### config.mk
export PLATFORM = sky130hd
export DESIGN_NAME = cdac_tx
export DESIGN_NICKNAME = d
export VERILOG_FILES = /design/src/rtl/cdac_tx.sv
export SDC_FILE = /design/constraint.sdc
export NUM_CORES = 1
export LEC_CHECK = 0
export CORE_MARGIN = 2
export CORE_UTILIZATION = 54
export DETAILED_ROUTE_END_ITERATION = 6
export GPL_ROUTABILITY_DRIVEN = 0
export HOLD_SLACK_MARGIN = 0.05
export PLACE_DENSITY_LB_ADDON = 0.12
export SYNTH_ARGS = -nofsm -noshare
export SYNTH_HDL_FRONTEND = slang
export SYNTH_SLANG_ARGS = --single-unit
### constraint.sdc
create_clock -name clk -period 4 [get_ports clk]
set_clock_uncertainty 0.1 [all_clocks]
set_input_delay 0.4 -clock clk [delete_from_list [all_inputs] [get_ports clk]]
set_output_delay 0.4 -clock clk [all_outputs]
set_load 0.02 [all_outputs]
### src/rtl/cdac_tx.sv
// cdac_tx: transmits frames of 'C','D','A','C' over a valid/ready byte bus, with idle gaps between frames.
// Optional feature macro CDAC_TX_ERR_INJ_EN adds an err_inj input that replaces 'A' with 'B' in each frame.
module cdac_tx #(
    parameter int          NFRAMES_W = 4,
    parameter int          GAP       = 2,
    parameter logic [7:0]  IDLE_BYTE = 8'h00
) (
    input  logic                 clk,
    input  logic                 rst,
    input  logic                 start,
    input  logic [NFRAMES_W-1:0] nframes,
`ifdef CDAC_TX_ERR_INJ_EN
    input  logic                 err_inj,
`endif
    input  logic                 ready,
    output logic [7:0]           data,
    output logic                 valid,
    output logic                 busy,
    output logic                 done
);

    localparam int GW = (GAP > 0) ? (($clog2(GAP + 1) > 0) ? $clog2(GAP + 1) : 1) : 1;
    localparam logic [NFRAMES_W-1:0] ONE_F = NFRAMES_W'(1);
    localparam logic [GW-1:0]        ONE_G = GW'(1);
    localparam logic [GW-1:0]        GAP_LOAD = GW'(GAP - 1);

    typedef enum logic [2:0] {
        IDLE   = 3'd0,
        S_C1   = 3'd1,
        S_D    = 3'd2,
        S_A    = 3'd3,
        S_C2   = 3'd4,
        S_GAP  = 3'd5,
        S_DONE = 3'd6
    } state_t;

    state_t               state_r, state_s;
    logic [NFRAMES_W-1:0] cnt_r, cnt_s;
    logic [GW-1:0]        gap_r, gap_s;
    logic                 err_r, err_s;
    logic [7:0]           data_s;
    logic                 valid_s;

    // Next-state logic; byte states advance only on an accepted transfer
    always_comb begin
        state_s = state_r;
        cnt_s   = cnt_r;
        gap_s   = gap_r;
        err_s   = err_r;
        case (state_r)
            IDLE: begin
                if (start) begin
                    cnt_s = nframes;
`ifdef CDAC_TX_ERR_INJ_EN
                    err_s = err_inj;
`else
                    err_s = 1'b0;
`endif
                    if (nframes == {NFRAMES_W{1'b0}}) begin
                        state_s = S_DONE;
                    end else begin
                        state_s = S_C1;
                    end
                end else begin
                    state_s = IDLE;
                end
            end
            S_C1: begin
                if (ready) state_s = S_D; else state_s = S_C1;
            end
            S_D: begin
                if (ready) state_s = S_A; else state_s = S_D;
            end
            S_A: begin
                if (ready) state_s = S_C2; else state_s = S_A;
            end
            S_C2: begin
                if (ready) begin
                    cnt_s = cnt_r - ONE_F;
                    if (cnt_r == ONE_F) begin
                        state_s = S_DONE;
                    end else if (GAP > 0) begin
                        state_s = S_GAP;
                        gap_s   = GAP_LOAD;
                    end else begin
                        state_s = S_C1;
                    end
                end else begin
                    state_s = S_C2;
                end
            end
            S_GAP: begin
                if (gap_r == {GW{1'b0}}) begin
                    state_s = S_C1;
                end else begin
                    gap_s = gap_r - ONE_G;
                end
            end
            S_DONE:  state_s = IDLE;
            default: state_s = IDLE;
        endcase
    end

    // Output decode from the next state so data/valid can be registered with zero extra latency
    always_comb begin
        data_s  = IDLE_BYTE;
        valid_s = 1'b0;
        case (state_s)
            S_C1: begin valid_s = 1'b1; data_s = 8'd67; end
            S_D:  begin valid_s = 1'b1; data_s = 8'd68; end
            S_A:  begin valid_s = 1'b1; data_s = err_s ? 8'd66 : 8'd65; end
            S_C2: begin valid_s = 1'b1; data_s = 8'd67; end
            default: begin valid_s = 1'b0; data_s = IDLE_BYTE; end
        endcase
    end

    // State, counters and registered outputs
    always_ff @(posedge clk or negedge rst) begin
        if (!rst) begin
            state_r <= IDLE;
            cnt_r   <= {NFRAMES_W{1'b0}};
            gap_r   <= {GW{1'b0}};
            err_r   <= 1'b0;
            data    <= IDLE_BYTE;
            valid   <= 1'b0;
            busy    <= 1'b0;
            done    <= 1'b0;
        end else begin
            state_r <= state_s;
            cnt_r   <= cnt_s;
            gap_r   <= gap_s;
            err_r   <= err_s;
            data    <= data_s;
            valid   <= valid_s;
            busy    <= (state_s != IDLE);
            done    <= (state_s == S_DONE);
        end
    end

endmodule

* Yosys cells after proc, flatten, opt, wreduce, memory -nomap -nowiden
Index checks and enable logic that the tools add are counted.
** Word-level totals
- Register bits :: 21
- Logic and storage cells :: 56
** Operators by class
- $add $sub $neg :: 2
- Equal/unequal tests :: 15
- Muxes and demuxes :: 21
- Reduce and logical (&&, ||, !) cells :: 10
** Operator list (number)
- case mux 7 bit (3 select lines) :: 1
- case mux 3 bit (6 select lines) :: 1
- 2-to-1 mux 3 bit :: 5
- == test 3 x 2 -> 1 bit (second input constant) :: 4
- == test 3 bit (second input constant) :: 4
- 2-to-1 mux 2 bit :: 6
- 2-to-1 mux 4 bit :: 2
- != test 2 bit (second input constant) :: 4
- case mux 4 bit (2 select lines) :: 1
- == test 3 x 1 -> 1 bit (second input constant) :: 2
- == test 4 x 1 -> 1 bit (second input constant) :: 1
- zero test 4 bit :: 1
- 2-to-1 mux 1 bit :: 4
- case mux 2 bit (2 select lines) :: 1
- AND reduction 4 bit :: 1
- nonzero test 2 bit :: 2
- OR reduction 4 bit :: 1
- subtractor 4 x 1 -> 4 bit (second input constant) :: 1
- zero test 3 bit :: 1
- AND reduction 3 bit :: 1
- nonzero test 3 bit :: 1
- zero test 2 bit :: 1
- OR reduction 2 bit :: 1
- subtractor 2 x 1 -> 2 bit (second input constant) :: 1

* Logic depth before layout (Yosys ltp)
- Word-level depth :: 7
- Depth in mapped cells :: 7
- Depth with buffers taken out :: 7

* Worst setup path before layout
OpenSTA, ideal clock, no wires.
- Path kind :: reg2reg
- From :: register cnt_r[1]
- To :: register data[2]
- Library setup time :: 0.080 ns
- Data arrival time :: 1.531 ns
- Required time :: 3.820 ns
- Path slack :: 2.289 ns
- Stages on the path, launching flop included :: 8
- Buffers on the path :: 0
- Path through :: dfrtp_1 -> inv_1 -> ha_1 -> or3b_2 -> a22oi_1 -> and2_4 -> inv_2 -> nor3_2
** Between the ends
- Word-level cells in the longest chain between the ends :: 7
- Elaborated cells on any way between the ends :: 10
- Classes of those cells :: 5 x eq/ne; 4 x mux; 1 x reduce/logical
** RTL lines
- from (decl) :: RTL line 38 : logic [NFRAMES_W-1:0] cnt_r, cnt_s;
- from (signal assigned) :: RTL line 121 : cnt_r <= {NFRAMES_W{1'b0}};
- from (signal assigned) :: RTL line 130 : cnt_r <= cnt_s;
- == test 4 x 1 -> 1 bit * :: RTL line 80 : if (cnt_r == ONE_F) begin
- 2-to-1 mux 2 bit * :: RTL line 80
- 2-to-1 mux 3 bit * :: RTL line 78 : if (ready) begin
- case mux 3 bit (6 select lines) * :: RTL line 50 : case (state_r)
- net state_s[0] :: RTL line 37 : state_t state_r, state_s;
- == test 3 bit / == test 3 x 1 -> 1 bit (equally long branches) :: RTL line 108 : case (state_s)
- OR reduction 2 bit (no line)
- case mux 7 bit (3 select lines) * :: RTL line 108
- net data_s[2] :: RTL line 41 : logic [7:0] data_s;
- to (signal assigned) :: RTL line 133 : data <= data_s;
- to (decl) :: RTL line 16 : output logic [7:0] data,
The timed path passes the listed nets; every way through them passes the cells marked *.
A chain may end at the register's enable or synchronous reset.

* Worst setup path in the final report
- From :: input port nframes[0]
- To :: register data[2]
** Between the ends
- Word-level cells in the longest chain between the ends :: 7
- Elaborated cells on any way between the ends :: 10
- Classes of those cells :: 4 x eq/ne; 4 x mux; 2 x reduce/logical
** RTL lines
- from (decl) :: RTL line 11 : input logic [NFRAMES_W-1:0] nframes,
- zero test 4 bit * :: RTL line 59 : if (nframes == {NFRAMES_W{1'b0}}) begin
- 2-to-1 mux 3 bit * :: RTL line 59
- 2-to-1 mux 3 bit * :: RTL line 52 : if (start) begin
- case mux 3 bit (6 select lines) * :: RTL line 50
- net state_s[0] :: RTL line 37
- == test 3 bit / == test 3 x 1 -> 1 bit (equally long branches) :: RTL line 108
- OR reduction 2 bit (no line)
- case mux 7 bit (3 select lines) * :: RTL line 108
- net data_s[2] :: RTL line 41
Marked as above.

==> impl_metrics.env <==
export IMPL_ir_drop_mv=0.371
export IMPL_antenna_left=0
export IMPL_finalCriticalPeriod_ns=1.89
export IMPL_layout_commonest_cell="dfrtp_1"
export IMPL_worst_path_max_fanout=4
export IMPL_pin_count=19
export IMPL_firstDrtPassIters=4
export IMPL_die_area_um2=2160
export IMPL_coreArea_um2=1710
export IMPL_yosys_top_cells_area="dfrtp_1 44%, ha_1 3.9%, nand2_1 3.5%"
export IMPL_synthFlopType="dfrtp_1"
export IMPL_ys_ff_latch=17
export IMPL_n_antenna_cell=0
export IMPL_cts_hold_buf=0
export IMPL_cap_viol_max_count=0
export IMPL_clk_latency_ns=0.29
export IMPL_path_clk_slew_ns=0.10
export IMPL_relSlewSlack_pct=51.2
export IMPL_yosys_warnings=0
export IMPL_synth_cell_types=42
export IMPL_tightest_slew_ns=0.730
export IMPL_grt_max_degree=18
export IMPL_die_w_um=46.4
export IMPL_dp_hpwl_um=1280
export IMPL_fp_dieH_um=46.4
export IMPL_power_density_nw_per_um2=757
export IMPL_crit_required_ns=4.12
export IMPL_setup_viol=0
export IMPL_cts_buffer_depth=2
export IMPL_cts_setup_buffers=0
export IMPL_arrival_ns=2.01
export IMPL_track_usage_pct=19.4
export IMPL_status="complete, no violations"
export IMPL_cts_sinks=17
export IMPL_grt_setup_unrepaired="false"
export IMPL_syn_avg_cell_area_um2=9.92
export IMPL_overflow=0
export IMPL_fin_crit_sh_pct=47.3
export IMPL_crit_path_end_kind="flip-flop"
export IMPL_grt_pass1_wl_um=2850
export IMPL_drt_iter0_drc=8
export IMPL_numCtsBuffers=3
export IMPL_yosys_area_top_type="dfrtp_1"
export IMPL_rows=15
export IMPL_synth_edf_count=0
export IMPL_viasPerCell=5.20
export IMPL_syn_area_um2=972
export IMPL_hold_class="reg -> reg"
export IMPL_max_freq_mhz=529
export IMPL_path_class="in -> reg"
export IMPL_setup_ws_ns=2.11
export IMPL_antenna_found_initial=0
export IMPL_cts_htree_levels=1
export IMPL_p_leak_nw=0.520
export IMPL_area_growth_pct=17.5
export IMPL_wl_per_cell_um=12.3
export IMPL_ys_seq_area_share_pct=43.8
export IMPL_post_place_ws_ns=1.82
export IMPL_start_util_pct=56.9
export IMPL_start_kind="input pin"
export IMPL_cts_tree="done"
export IMPL_finalHoldViolCount=0
export IMPL_cts_resized=0
export IMPL_netlist_instances=98
export IMPL_power_total_mw=0.865
export IMPL_drv_slew=0
export IMPL_fin_nets=125
export IMPL_io_buffers=14
export IMPL_drc=0
export IMPL_async_flop_share_pct=100
export IMPL_wirelength_um=1690
export IMPL_vias=717
export IMPL_layout_common_cells="17 x dfrtp_1, 14 x clkdlybuf4s50_1, 9 x nand2_1, 7 x inv_1"
export IMPL_drive_gt1_share_pct=14.2
export IMPL_final_setup_tns_ns=0
export IMPL_synth_top_cell_area_share_pct=43.8
export IMPL_cts_root_buf="clkbuf_4"
export IMPL_grt_pass1_vias=658
where the power goes:
part,switching (mW),leakage [nW],total [mW],internal (mW)
Sequential,0.0733,0.210,0.322,0.249
Clock,0.0536,0.0177,0.0907,0.0371
Combinational,0.233,0.292,0.452,0.219
registers in the layout, indices dropped and copies added (netlist names):
signal and count:
done 1, err_r 1, cnt_r 4, busy 1, valid 1, data 4, state_r 3, gap_r 2
per-stage QoR:
stage / instance area [um^2] / std cells / util, % / hold WS [ns]
after global placement: 1110 / 134 / 65.3 / 0.395
after global routing: 1140 / 138 / 66.9 / 0.474
after floorplan: 983 / 101 / - / 0.00441
after CTS: 1140 / 138 / 66.9 / 0.419
final: 1140 / 138 / 66.9 / 0.410
after detailed placement: 1110 / 134 / 65.3 / 0.396
worst paths after layout:
path | from | endpoint | slack (ns) | depth (start not counted)
worst max-delay path | nframes[0] | data[2] | 2.11 | 6
worst min-delay path | gap_r[1] | gap_r[1] | 0.41 | 2
worst max register to register | cnt_r[1] | data[2] | 2.13 | 7
worst min register to register | gap_r[1] | gap_r[1] | 0.41 | 2
max in group asynchronous | rst | cnt_r[1] | 2.91 | 1
min in group asynchronous | rst | data[6] | 0.44 | 1
Yosys cell counts, drive strengths merged, types with 2 or more instances:
cell     n
a21oi    3
a22oi    2
and2     2
buf      6
dfrtp   17
ha       3
inv      8
mux2     2
mux2i    2
nand2    9
nand3    2
nor2     6
nor2b    2
nor3     3
nor3b    3
o211ai   2
o21ai    8
or3b     2
layer usage:
layer  global-route usage, %  vias up  share of wire, %
li1                        -      366                 -
met1                    24.5      334                46
met2                    28.9       15                48
met3                    3.92        2               3.8
met4                    14.3        0               1.7
met5                       0        -                 0
final cells by class:
| class | instances | area (um^2) |
|---|---|---|
| clock buffer | 3 | 22.5 |
| inverter | 8 | 30.0 |
| clock inverter | 1 | 5.00 |
| multi-input combinational | 70 | 488 |
| fill | 141 | 566 |
| timing repair buffer | 14 | 140 |
| tap | 25 | 31.3 |
| sequential | 17 | 425 |
logic make-up (layout without fill, tap and decap cells):
family	count (synthesis)	count (layout)	synth area share, %
xor+xnor	1	1	0.901
flops	17	17	43.8
simple gates	40	40	27.3
mux	4	4	4.38
other cells	1	4	0.386
buf+inv	14	26	7.21
compound gates	18	18	12.2
fa+ha+maj	3	3	3.86
critical path: stages:
cell             delay [ns]
clkdlybuf4s50_1        0.45
or4_4                  0.55
a32oi_2                0.21
and2_4                 0.21
inv_2                  0.05
nor3_2                 0.13
Note: power is estimated with default switching activity, not from simulation.
